**config.mk**
```make
export PLATFORM = sky130hd
export DESIGN_NAME = user_module_rr_grant_ctrl_flat
export DESIGN_NICKNAME = d
export VERILOG_FILES = /design/src/rtl/user_module_rr_grant_ctrl_if.sv /design/src/rtl/user_module_rr_grant_ctrl.sv /design/src/flat_wrapper.sv
export SDC_FILE = /design/constraint.sdc
export NUM_CORES = 1
export LEC_CHECK = 0
export BUFFER_PORTS_ARGS = -buffer_cell sky130_fd_sc_hd__buf_2
export CAP_MARGIN = 25
export CELL_PAD_IN_SITES_DETAIL_PLACEMENT = 0
export CELL_PAD_IN_SITES_GLOBAL_PLACEMENT = 1
export CORE_AREA = 5 5 50 52
export DETAILED_ROUTE_END_ITERATION = 10
export DIE_AREA = 0 0 55 57
export HOLD_SLACK_MARGIN = 0.02
export MAX_ROUTING_LAYER = met4
export PLACE_DENSITY = 0.8
export SYNTH_ARGS = -nofsm -noshare
export SYNTH_HDL_FRONTEND = slang
export SYNTH_SLANG_ARGS = --single-unit
```
**constraint.sdc**
```tcl
create_clock -name clk -period 2.5 [get_ports clk]
set_clock_uncertainty 0.15 [all_clocks]
set_input_delay 0.125 -clock clk [delete_from_list [all_inputs] [get_ports clk]]
set_output_delay 0.125 -clock clk [all_outputs]
set_load 0.02 [all_outputs]
```
**src/rtl/user_module_rr_grant_ctrl_if.sv**
```systemverilog
// user_module_rr_grant_ctrl_if: request/grant bundle between the requesters and the round-robin arbiter
interface user_module_rr_grant_ctrl_if;
    logic [3:0] req;
    logic       en;
    logic       rel;
    logic [3:0] gnt;
    logic [1:0] gnt_idx;
    logic       busy;
    logic       all_req;
    modport master (output req, en, rel, input gnt, gnt_idx, busy, all_req);
    modport slave (input req, en, rel, output gnt, gnt_idx, busy, all_req);
endinterface

```
**src/rtl/user_module_rr_grant_ctrl.sv**
```systemverilog
// user_module_rr_grant_ctrl: 4-way round-robin arbiter with bounded hold, one-cycle gap between owners
module user_module_rr_grant_ctrl #(
    parameter int HOLD_CYCLES = 4
) (
    input logic clk,
    input logic rst,
    user_module_rr_grant_ctrl_if.slave bus
);
    typedef enum logic [1:0] {IDLE, GRANT, GAP} state_t;
    state_t     r_state;
    logic [1:0] r_last;
    logic [2:0] r_cnt;
    logic [3:0] r_gnt;
    logic [1:0] r_idx;
    logic       r_busy;
    logic       r_all;
    logic [1:0] w_pick;
    logic [1:0] w_cand;
    logic       w_start;
    logic       w_end;
    // walk the rotation backwards so the requester closest after r_last wins
    always_comb begin
        w_pick = r_last;
        w_cand = r_last;
        for (int k = 4; k >= 1; k--) begin
            w_cand = r_last + 2'(k);
            if (bus.req[w_cand]) w_pick = w_cand;
        end
    end
    assign w_start = bus.en & |bus.req;
    assign w_end = !bus.en | !bus.req[r_idx] | bus.rel | (r_cnt == 3'(HOLD_CYCLES));
    always_ff @(posedge clk) begin
        if (rst) begin
            r_state <= IDLE;
            r_last  <= 2'd3;
            r_cnt   <= '0;
            r_gnt   <= '0;
            r_idx   <= '0;
            r_busy  <= 1'b0;
            r_all   <= 1'b0;
        end else begin
            r_all <= &bus.req;
            case (r_state)
                GRANT: begin
                    if (w_end) begin
                        r_gnt   <= '0;
                        r_busy  <= 1'b0;
                        r_last  <= r_idx;
                        r_state <= GAP;
                    end else begin
                        r_cnt <= r_cnt + 3'd1;
                    end
                end
                default: begin
                    if (w_start) begin
                        r_gnt   <= 4'b0001 << w_pick;
                        r_idx   <= w_pick;
                        r_cnt   <= 3'd1;
                        r_busy  <= 1'b1;
                        r_state <= GRANT;
                    end else begin
                        r_state <= IDLE;
                    end
                end
            endcase
        end
    end
    assign bus.gnt     = r_gnt;
    assign bus.gnt_idx = r_idx;
    assign bus.busy    = r_busy;
    assign bus.all_req = r_all;
endmodule

```
**src/flat_wrapper.sv**
```systemverilog
// flat-port wrapper written by rule: the top's interface ports become plain ports
module user_module_rr_grant_ctrl_flat 
#(
    parameter int HOLD_CYCLES = 4
)
  (clk, rst, bus_req, bus_en, bus_rel, bus_gnt, bus_gnt_idx, bus_busy, bus_all_req);
  user_module_rr_grant_ctrl_if bus_i ();
  input logic clk;
  input logic rst;
  input wire logic [$bits(bus_i.req)-1:0] bus_req;
  input wire logic [$bits(bus_i.en)-1:0] bus_en;
  input wire logic [$bits(bus_i.rel)-1:0] bus_rel;
  output wire logic [$bits(bus_i.gnt)-1:0] bus_gnt;
  output wire logic [$bits(bus_i.gnt_idx)-1:0] bus_gnt_idx;
  output wire logic [$bits(bus_i.busy)-1:0] bus_busy;
  output wire logic [$bits(bus_i.all_req)-1:0] bus_all_req;
  assign bus_i.req = bus_req;
  assign bus_i.en = bus_en;
  assign bus_i.rel = bus_rel;
  assign bus_gnt = bus_i.gnt;
  assign bus_gnt_idx = bus_i.gnt_idx;
  assign bus_busy = bus_i.busy;
  assign bus_all_req = bus_i.all_req;
  user_module_rr_grant_ctrl #(.HOLD_CYCLES(HOLD_CYCLES)) u_core (.clk(clk), .rst(rst), .bus(bus_i));
endmodule
```
==> impl_results.md, run 1 <==
* Fin crit share at 79.8%
* Share of post-route cells with drive strength above 1 at 24.0%
* Distinct cells, synth at 31
* Initial DRC count at 16
* Synth warnings at 0
* Die Wd at 55 microns
* Max Root-Sink Buffers at 2
* Initial antenna violation count at 0
* Area grow syn2layout at 21.8%
* Crit path cell chain: dlygate4sd3_1, buf_2, nand3_1, dlygate4sd3_1, nor3_1, dlygate4sd3_1
* Placed Instances at 121
* Die ar. at 3140 sq um
* Leak at 0.362 nW
* Gpl congestion at 0.818
* PnR worst setup slack at 505 ps
* CTS buffer count at 3
* DR vias at 661
* Min-Delay Path Class: in -> reg
* Vias per cell at 5.16
* Diodes inserted at 0
* Routed wire length at 1640 microns
* Worst Path Arrival at 2090 ps
* Worst-path maximum fanout at 6
* R2R depth at 4
* Row count at 17
* Post-synth ARST share at 0%
* Htree depth at 1
* Die H at 57 microns
* Max Clock Freq at 0.501 GHz
* Residual DRC at 0
* Clk sinks at 15
* Initial Utilization at 35.1%
* Nets in the synthesized netlist at 91
* P per Cell Area at 571 nW/um^2
* Max-slew headroom at 69.5%
* Setup violations, final at 0
* Post-Syn Instances at 81
* Latest clock arrival within the worst-skew pair at 290 ps
* Setup Buffers After CTS at 0
* Most numerous cell on the critical path: dlygate4sd3_1
* Max-Cap Viols at 0
* Root buf cell: clkbuf_4
* Total grt overflow at 0
* Worst hold slack at 60.3 ps
* Syn_area_per_cell at 8.94 sq um
* Status: complete, no violations
* Multi-input logic area at 393 sq um
* Dominant synthesized flop cell: dfxtp_1
* Top Ports at 16
* Tmin final at 2000 ps
* Crit-path slowest cell: dlygate4sd3_1
* Place WS at 626 ps
* Post-DR wirelength/cell at 12.8 microns
* Critical Path Start Type: input pin
* Via count of the first global-routing pass at 676
* Layout fillers at 220
* Antenna violation net count after detailed routing at 0
* TritonCTS clock tree: yes
* Total design power at 503 uW
* Worst Path Required at 2590 ps
* Clk slew on worst S/H paths at 100 ps
* Sequential area share after synthesis at 41.5%
* Final Hold Fails at 0
* Final nets at 111
* Seq. cell area at 300 sq um
* Mapped Area at 724 sq um
* Resized Gates After CTS at 0
* Max incr delay on CP at 550 ps
* Core Area at 2060 sq um
* Setup Crit Path Kind: in -> reg
* Worst IR Drop VDD at 299 uV
* Largest net degree at the start of global routing at 20
* Crit. End Element: flop
* Hold path cells at 2
* DP Wirelength at 1200 microns
* RSZ-0062 raised after global routing: no
* Finished Layout Cells at 128
* Pins Over Slew Limit at 0
* GRT Total Usage at 13.2%
* #FFs+latches synth at 15
* Worst slew pin tran at 458 ps
* First-pass GRT wire length at 2960 microns
* Sum of negative setup slack at 0 ps
* Drt first pass iters at 4
* IO buf count at 15
* Post-synth EDFFs at 0
cell type report:
class                           count  share of cell area [%]
Clock buffer                        4                    2.98
Inverter                            4                    1.70
Multi-Input combinational cell     58                    44.5
Sequential cell                    15                    34.0
Tap cell                           28                    3.97
Timing Repair Buffer               19                    12.8
logic make-up after synthesis:
group	Yosys count	share of synthesized area (%)
AOI/OAI and AO/OA	23	22.3
adders and majority gates	2	3.45
buffers and inverters	8	4.32
DFF	15	41.5
muxes	1	3.11
and+or+nand+nor	32	25.4
cell usage in the layout, fill, tap and decap left out, types with 2 or more instances in the layout:
cell type and instances:
buf_2 15, dfxtp_1 15, nor2_1 8, o21ai_0 5
a21oi_1 5, nand4b_1 5, inv_1 4, nor3_1 4
nand2b_1 3, nand2_1 3, clkbuf_4 3, dlygate4sd3_1 3
or2_2 2, a211oi_1 2, a21o_1 2, nand3_1 2
ha_1 2
metrics by stage:
stage	instance area [sq um]	util (%)
floorplan	724	-
global placement	826	40.0
detailed placement	826	40.0
CTS	882	42.8
global route	882	42.8
finish	882	42.8
cell usage after synthesis, types with 2 or more instances:
library cell | count | area [sq um]
nand3_1 | 2 | 10.0
nor3_1 | 4 | 20.0
dfxtp_1 | 15 | 300
a21o_1 | 2 | 15.0
or2_2 | 2 | 12.5
ha_1 | 2 | 25.0
a211oi_1 | 2 | 15.0
nor2_1 | 8 | 30.0
o21ai_0 | 5 | 25.0
nand2b_1 | 3 | 18.8
inv_1 | 4 | 15.0
nand2_1 | 3 | 11.3
nand4b_1 | 5 | 43.8
clkbuf_1 | 3 | 11.3
a21oi_1 | 5 | 25.0
where the power goes:
part,leakage [nW],switching (mW),internal (mW)
registers,0.123,0.0113,0.254
clock network,0.0150,0.0813,0.0621
logic,0.224,0.0552,0.0397
critical path, delay by kind of cell:
| family | cells | cell delay (ps) |
|---|---|---|
| buf+inv | 4 | 1780 |
| simple gates | 2 | 190 |
worst paths after layout:
path                                 startpoint                              to  slack (ps)
min reg2reg        u_core.bus.busy$_SDFFE_PP0P_    u_core.bus.busy$_SDFFE_PP0P_         350
min                                         rst  u_core.r_state[1]$_SDFFE_PP0P_          60
max                                  bus_req[2]   u_core.bus.all_req$_SDFF_PP0_         500
max reg2reg  u_core.bus.gnt_idx[0]$_SDFFE_PP0P_    u_core.r_cnt[1]$_SDFFE_PP0P_         590
flip-flops by register name, indices dropped and copies added (netlist names):
signal and cells:
u_core.r_cnt 3, u_core.bus.all_req 1, u_core.bus.gnt_idx 2, u_core.r_state 2, u_core.bus.gnt 4, u_core.bus.busy 1, u_core.r_last 2
layer usage:
layer / global-route usage (%) / vias up / part of all wire (%)
li1: - / 334 / -
met2: 19.1 / 16 / 46
met4: 7.29 / 0 / 2.3
met3: 2.87 / 4 / 4.1
met1: 16.8 / 307 / 48
met5: - / - / 0
timing repair:
item / in CTS / in global routing
hold endpoints to repair: 1 / 0
endpoints found under the setup margin: 0 / 0
hold buffers: 3 / 0
Power figures use the tool's default switching activity.
==> inputs of run 2 (changes only) <==
ABC_AREA = 1   (was unset)
CORE_AREA = 5 5 54 56   (was 5 5 50 52)
DIE_AREA = 0 0 59 61   (was 0 0 55 57)
PLACE_DENSITY = 0.81   (was 0.8)
clock period = 1.9 ns   (was 2.5 ns; I/O delays follow)
==> run 2 against run 1 <==
Compared with the run above:
- die area is 15% higher
- clock power is 36% higher
- critical endpoint is now u_core.bus.gnt[1]$_SDFFE_PP0P_
- sequential power is 35% higher
==> impl_results.md, run 2 <==
* Setup violations, final at 0 (unchanged)
* Sequential area share after synthesis at 36.0% (-5.5 points)
* Commonest non-fill, non-tap cell in the layout: nand2_1
* Top cell type's share of synthesized area at 36.0% (-5.5 points)
* Die ar. at 3600 sq um (+15%)
* Tmin final at 1680 ps
* Commonest cells post-synth: nand2_1, dfxtp_1, a21oi_1, inv_1, nand3_1
* Post-DR wirelength/cell at 10.5 microns (-18%)
* Share of post-route cells with drive strength above 1 at 25.9% (+1.9 points)
* Syn_area_per_cell at 6.68 sq um (-25%)
* Mapped Area at 835 sq um (+15%)
* First element of the critical path: u_core.r_cnt[0]$_SDFFE_PP0P_
* R2R depth at 10 (+6)
* Worst IR Drop VDD at 438 uV (+46%)
* Top Ports at 16 (unchanged)
* Clock share of power at 24.9% (-3.6 points)
* Initial antenna violation count at 0 (unchanged)
* Routed wire length at 1860 microns (+13%)
* CTS buffer count at 3 (unchanged)
* Via count of the first global-routing pass at 779 (+15%)
* Post-Syn Instances at 125 (+54%)
* Most numerous cell on the critical path: nand2_1
* Crit. End Element: flop
* Mux contribution to synthesized area at 0% (-3.1 points)
* Worst min-delay path startpoint: bus_en
* Diodes inserted at 0 (unchanged)
* Top cells by area, synth: dfxtp_1, nand2_1, a21oi_1
* Main combinational cell family by area after synthesis: simple AND/OR/NAND/NOR gates
* Status: complete, no violations
* FF-to-FF End: u_core.bus.gnt[1]$_SDFFE_PP0P_
* Setup Crit Path Kind: reg -> reg
* Clk slew on worst S/H paths at 90 ps (about the same)
* Crit path cell chain: inv_1, ha_1, a21oi_1, nand2_1, nand3b_1, nand2_1, inv_2, nor2_4, nand2_1, a21oi_1
* Buf/Inv on CP at 2 (-2)
* First-pass GRT wire length at 3310 microns (+12%)
* Post-synth ARST share at 0% (unchanged)
* Post-synth EDFFs at 0 (unchanged)
* Antenna violation net count after detailed routing at 0 (unchanged)
* Distinct cells, synth at 22 (-29%)
* GRT Total Usage at 12.4% (-0.86 points)
* GR peak layer: met2
* RR Startpoint: u_core.r_cnt[0]$_SDFFE_PP0P_
* Fin crit share at 88.5%
* Vias per cell at 4.68 (-9.3%)
* Seq pwr share at 45.9% (-6.8 points)
* RSZ-0062 raised after global routing: no
* Max Clock Freq at 0.595 GHz
* Max-slew headroom at 81.1% (+12 points)
* Worst-path maximum fanout at 5 (-1)
* Adder-Cell Fraction of Synth Area at 3.00% (-0.46 points)
* Residual DRC at 0 (unchanged)
* Sw frac at 35.2% (+5.8 points)
* Die Wd at 59 microns (+7.3%)
* Synth Area in Simple Gates at 34.6% (+9.2 points)
* Compound-Gate Fraction of Synth Area at 16.6% (-5.6 points)
* Leak at 0.494 nW (+37%)
* Delay-heaviest family, CP: simple AND/OR/NAND/NOR gates
* Sw Pwr at 274 uW (+85%)
* Top cell type by total area after synthesis: dfxtp_1
* Worst Path Required at 1980 ps (-610 ps)
* Total design power at 778 uW (+54%)
* Total grt overflow at 0 (unchanged)
* Worst slew pin tran at 282 ps (-176 ps)
* Clk sinks at 15 (unchanged)
* Largest register FFs at 4 (unchanged)
* Sum of negative setup slack at 0 ps (unchanged)
* Crit-path slowest cell: dfxtp_2
* Pins Over Slew Limit at 0 (unchanged)
* Met1 GRT Util at 15.3% (-1.5 points)
* Synth warnings at 0 (unchanged)
* Met2 GRT Util at 19.6% (+0.47 points)
* #FFs+latches synth at 15 (unchanged)
* Final Hold Fails at 0 (unchanged)
* Hold endpoint: u_core.bus.gnt_idx[1]$_SDFFE_PP0P_
* Area grow syn2layout at 22.0%
* Flop-to-flop setup slack at 220 ps (-370 ps)
* Max Root-Sink Buffers at 2 (unchanged)
* Most numerous cell in the Yosys netlist: nand2_1
* Drt first pass iters at 6 (+2)
* Die H at 61 microns (+7.0%)
* TritonCTS clock tree: yes
* DP Wirelength at 1430 microns (+19%)
* P per Cell Area at 763 nW/um^2 (+34%)
* Row count at 18 (+1)
* Max-Cap Viols at 0 (unchanged)
* Gpl congestion at 0.884 (+8.0%)
* Htree depth at 1 (unchanged)
* Worst Path Arrival at 1760 ps (-330 ps)
* Initial DRC count at 31 (+15)
* Min-Delay Path Class: in -> reg
* Dominant synthesized flop cell: dfxtp_1
* Critical Path Start Type: flop
* Root buf cell: clkbuf_4
* Nets in the synthesized netlist at 135 (+48%)
* Hold path cells at 4 (+2)
* Core Area at 2390 sq um (+16%)
* P_int at 504 uW (+42%)
* GR Layer Usage met3 at 2.13% (-0.74 points)
* Initial Utilization at 35.0% (-0.15 points)
* DR vias at 829 (+25%)
* Most frequent cells in the layout: nand2_1, buf_2, dfxtp_1
* Largest net degree at the start of global routing at 14 (-30%)
* Latest clock arrival within the worst-skew pair at 300 ps (about the same)
* IO buf count at 15 (unchanged)
* XOR/XNOR share of the synthesized area at 1.05% (+1.0 points)
* Max incr delay on CP at 350 ps (-200 ps)
* Comb pwr share at 29.2% (+10 points)
* Final nets at 158 (+42%)
==> run 2: metal layers <==
layer / routed length [microns] / vias up / part of all wire (%)
li1: - / 446 / -
met1: 880 / 364 / 47
met2: 889 / 16 / 48
met3: 67 / 3 / 3.6
met4: 26 / 0 / 1.4
met5: 0 / - / 0
==> run 2: metrics by stage <==
stage / cells / util (%) / hold WS, ps / area [sq um] / setup slack [ps]
final: 177 / 42.7 / 68.4 / 1020 / 218
after global routing: 177 / 42.7 / 113 / 1020 / 23.1
after CTS: 177 / 42.1 / 75.6 / 1010 / 96.5
after detailed placement: 169 / 39.4 / 230 / 940 / 128
after global placement: 169 / 39.4 / 229 / 940 / 205
after floorplan: 125 / - / 28.9 / 835 / 299
==> run 2: worst register-to-register path: stages, from the launching register on <==
cell and delay (ps):
dfxtp_2 350, inv_1 50, ha_1 180, a21oi_1 140
nand2_1 50, nand3b_1 180, nand2_1 110, inv_2 70
nor2_4 110, nand2_1 60, a21oi_1 140
==> run 2: final cells by class <==
class | instances | area [sq um]
fill | 268 | 1370
multi-input combinational | 93 | 472
sequential | 15 | 303
timing repair buffer | 20 | 123
inverter | 15 | 57.6
tap | 30 | 37.5
clock buffer | 4 | 26.3
==> run 2: worst max-delay path by stage <==
| stage | depth (start not counted) | end |
|---|---|---|
| floorplan | 10 | u_core.bus.gnt[0]$_SDFFE_PP0P_ |
| global placement | 9 | u_core.r_cnt[1]$_SDFFE_PP0P_ |
| detailed placement | 10 | u_core.bus.gnt[1]$_SDFFE_PP0P_ |
| CTS | 10 | u_core.bus.gnt[1]$_SDFFE_PP0P_ |
| global route | 10 | u_core.bus.gnt[0]$_SDFFE_PP0P_ |
| finish | 10 | u_core.bus.gnt[1]$_SDFFE_PP0P_ |
==> run 2: power groups by stage <==
stage	Combinational (mW)	Clock, mW	Sequential (mW)
6_report	0.227	0.194	0.357
2_1_floorplan	0.148	0	0.377
5_1_grt	0.261	0.212	0.361
4_1_cts	0.226	0.193	0.356
3_5_place_dp	0.219	0	0.363
3_3_place_gp	0.216	0	0.363
==> run 2: timing repair <==
item                                    CTS  global route
hold buffers                              4             0
setup buffers                             0             0
endpoints found under the setup margin    0             9
hold endpoints to repair                  8             0
resized for setup                         0             5
==> run 2: cell families after synthesis <==
logic type	after synthesis
AO/OA/AOI/OAI	24
XOR/XNOR	1
adder cells (fa/ha/maj)	2
buffers and inverters	17
flip-flops	15
AND/OR/NAND/NOR	66
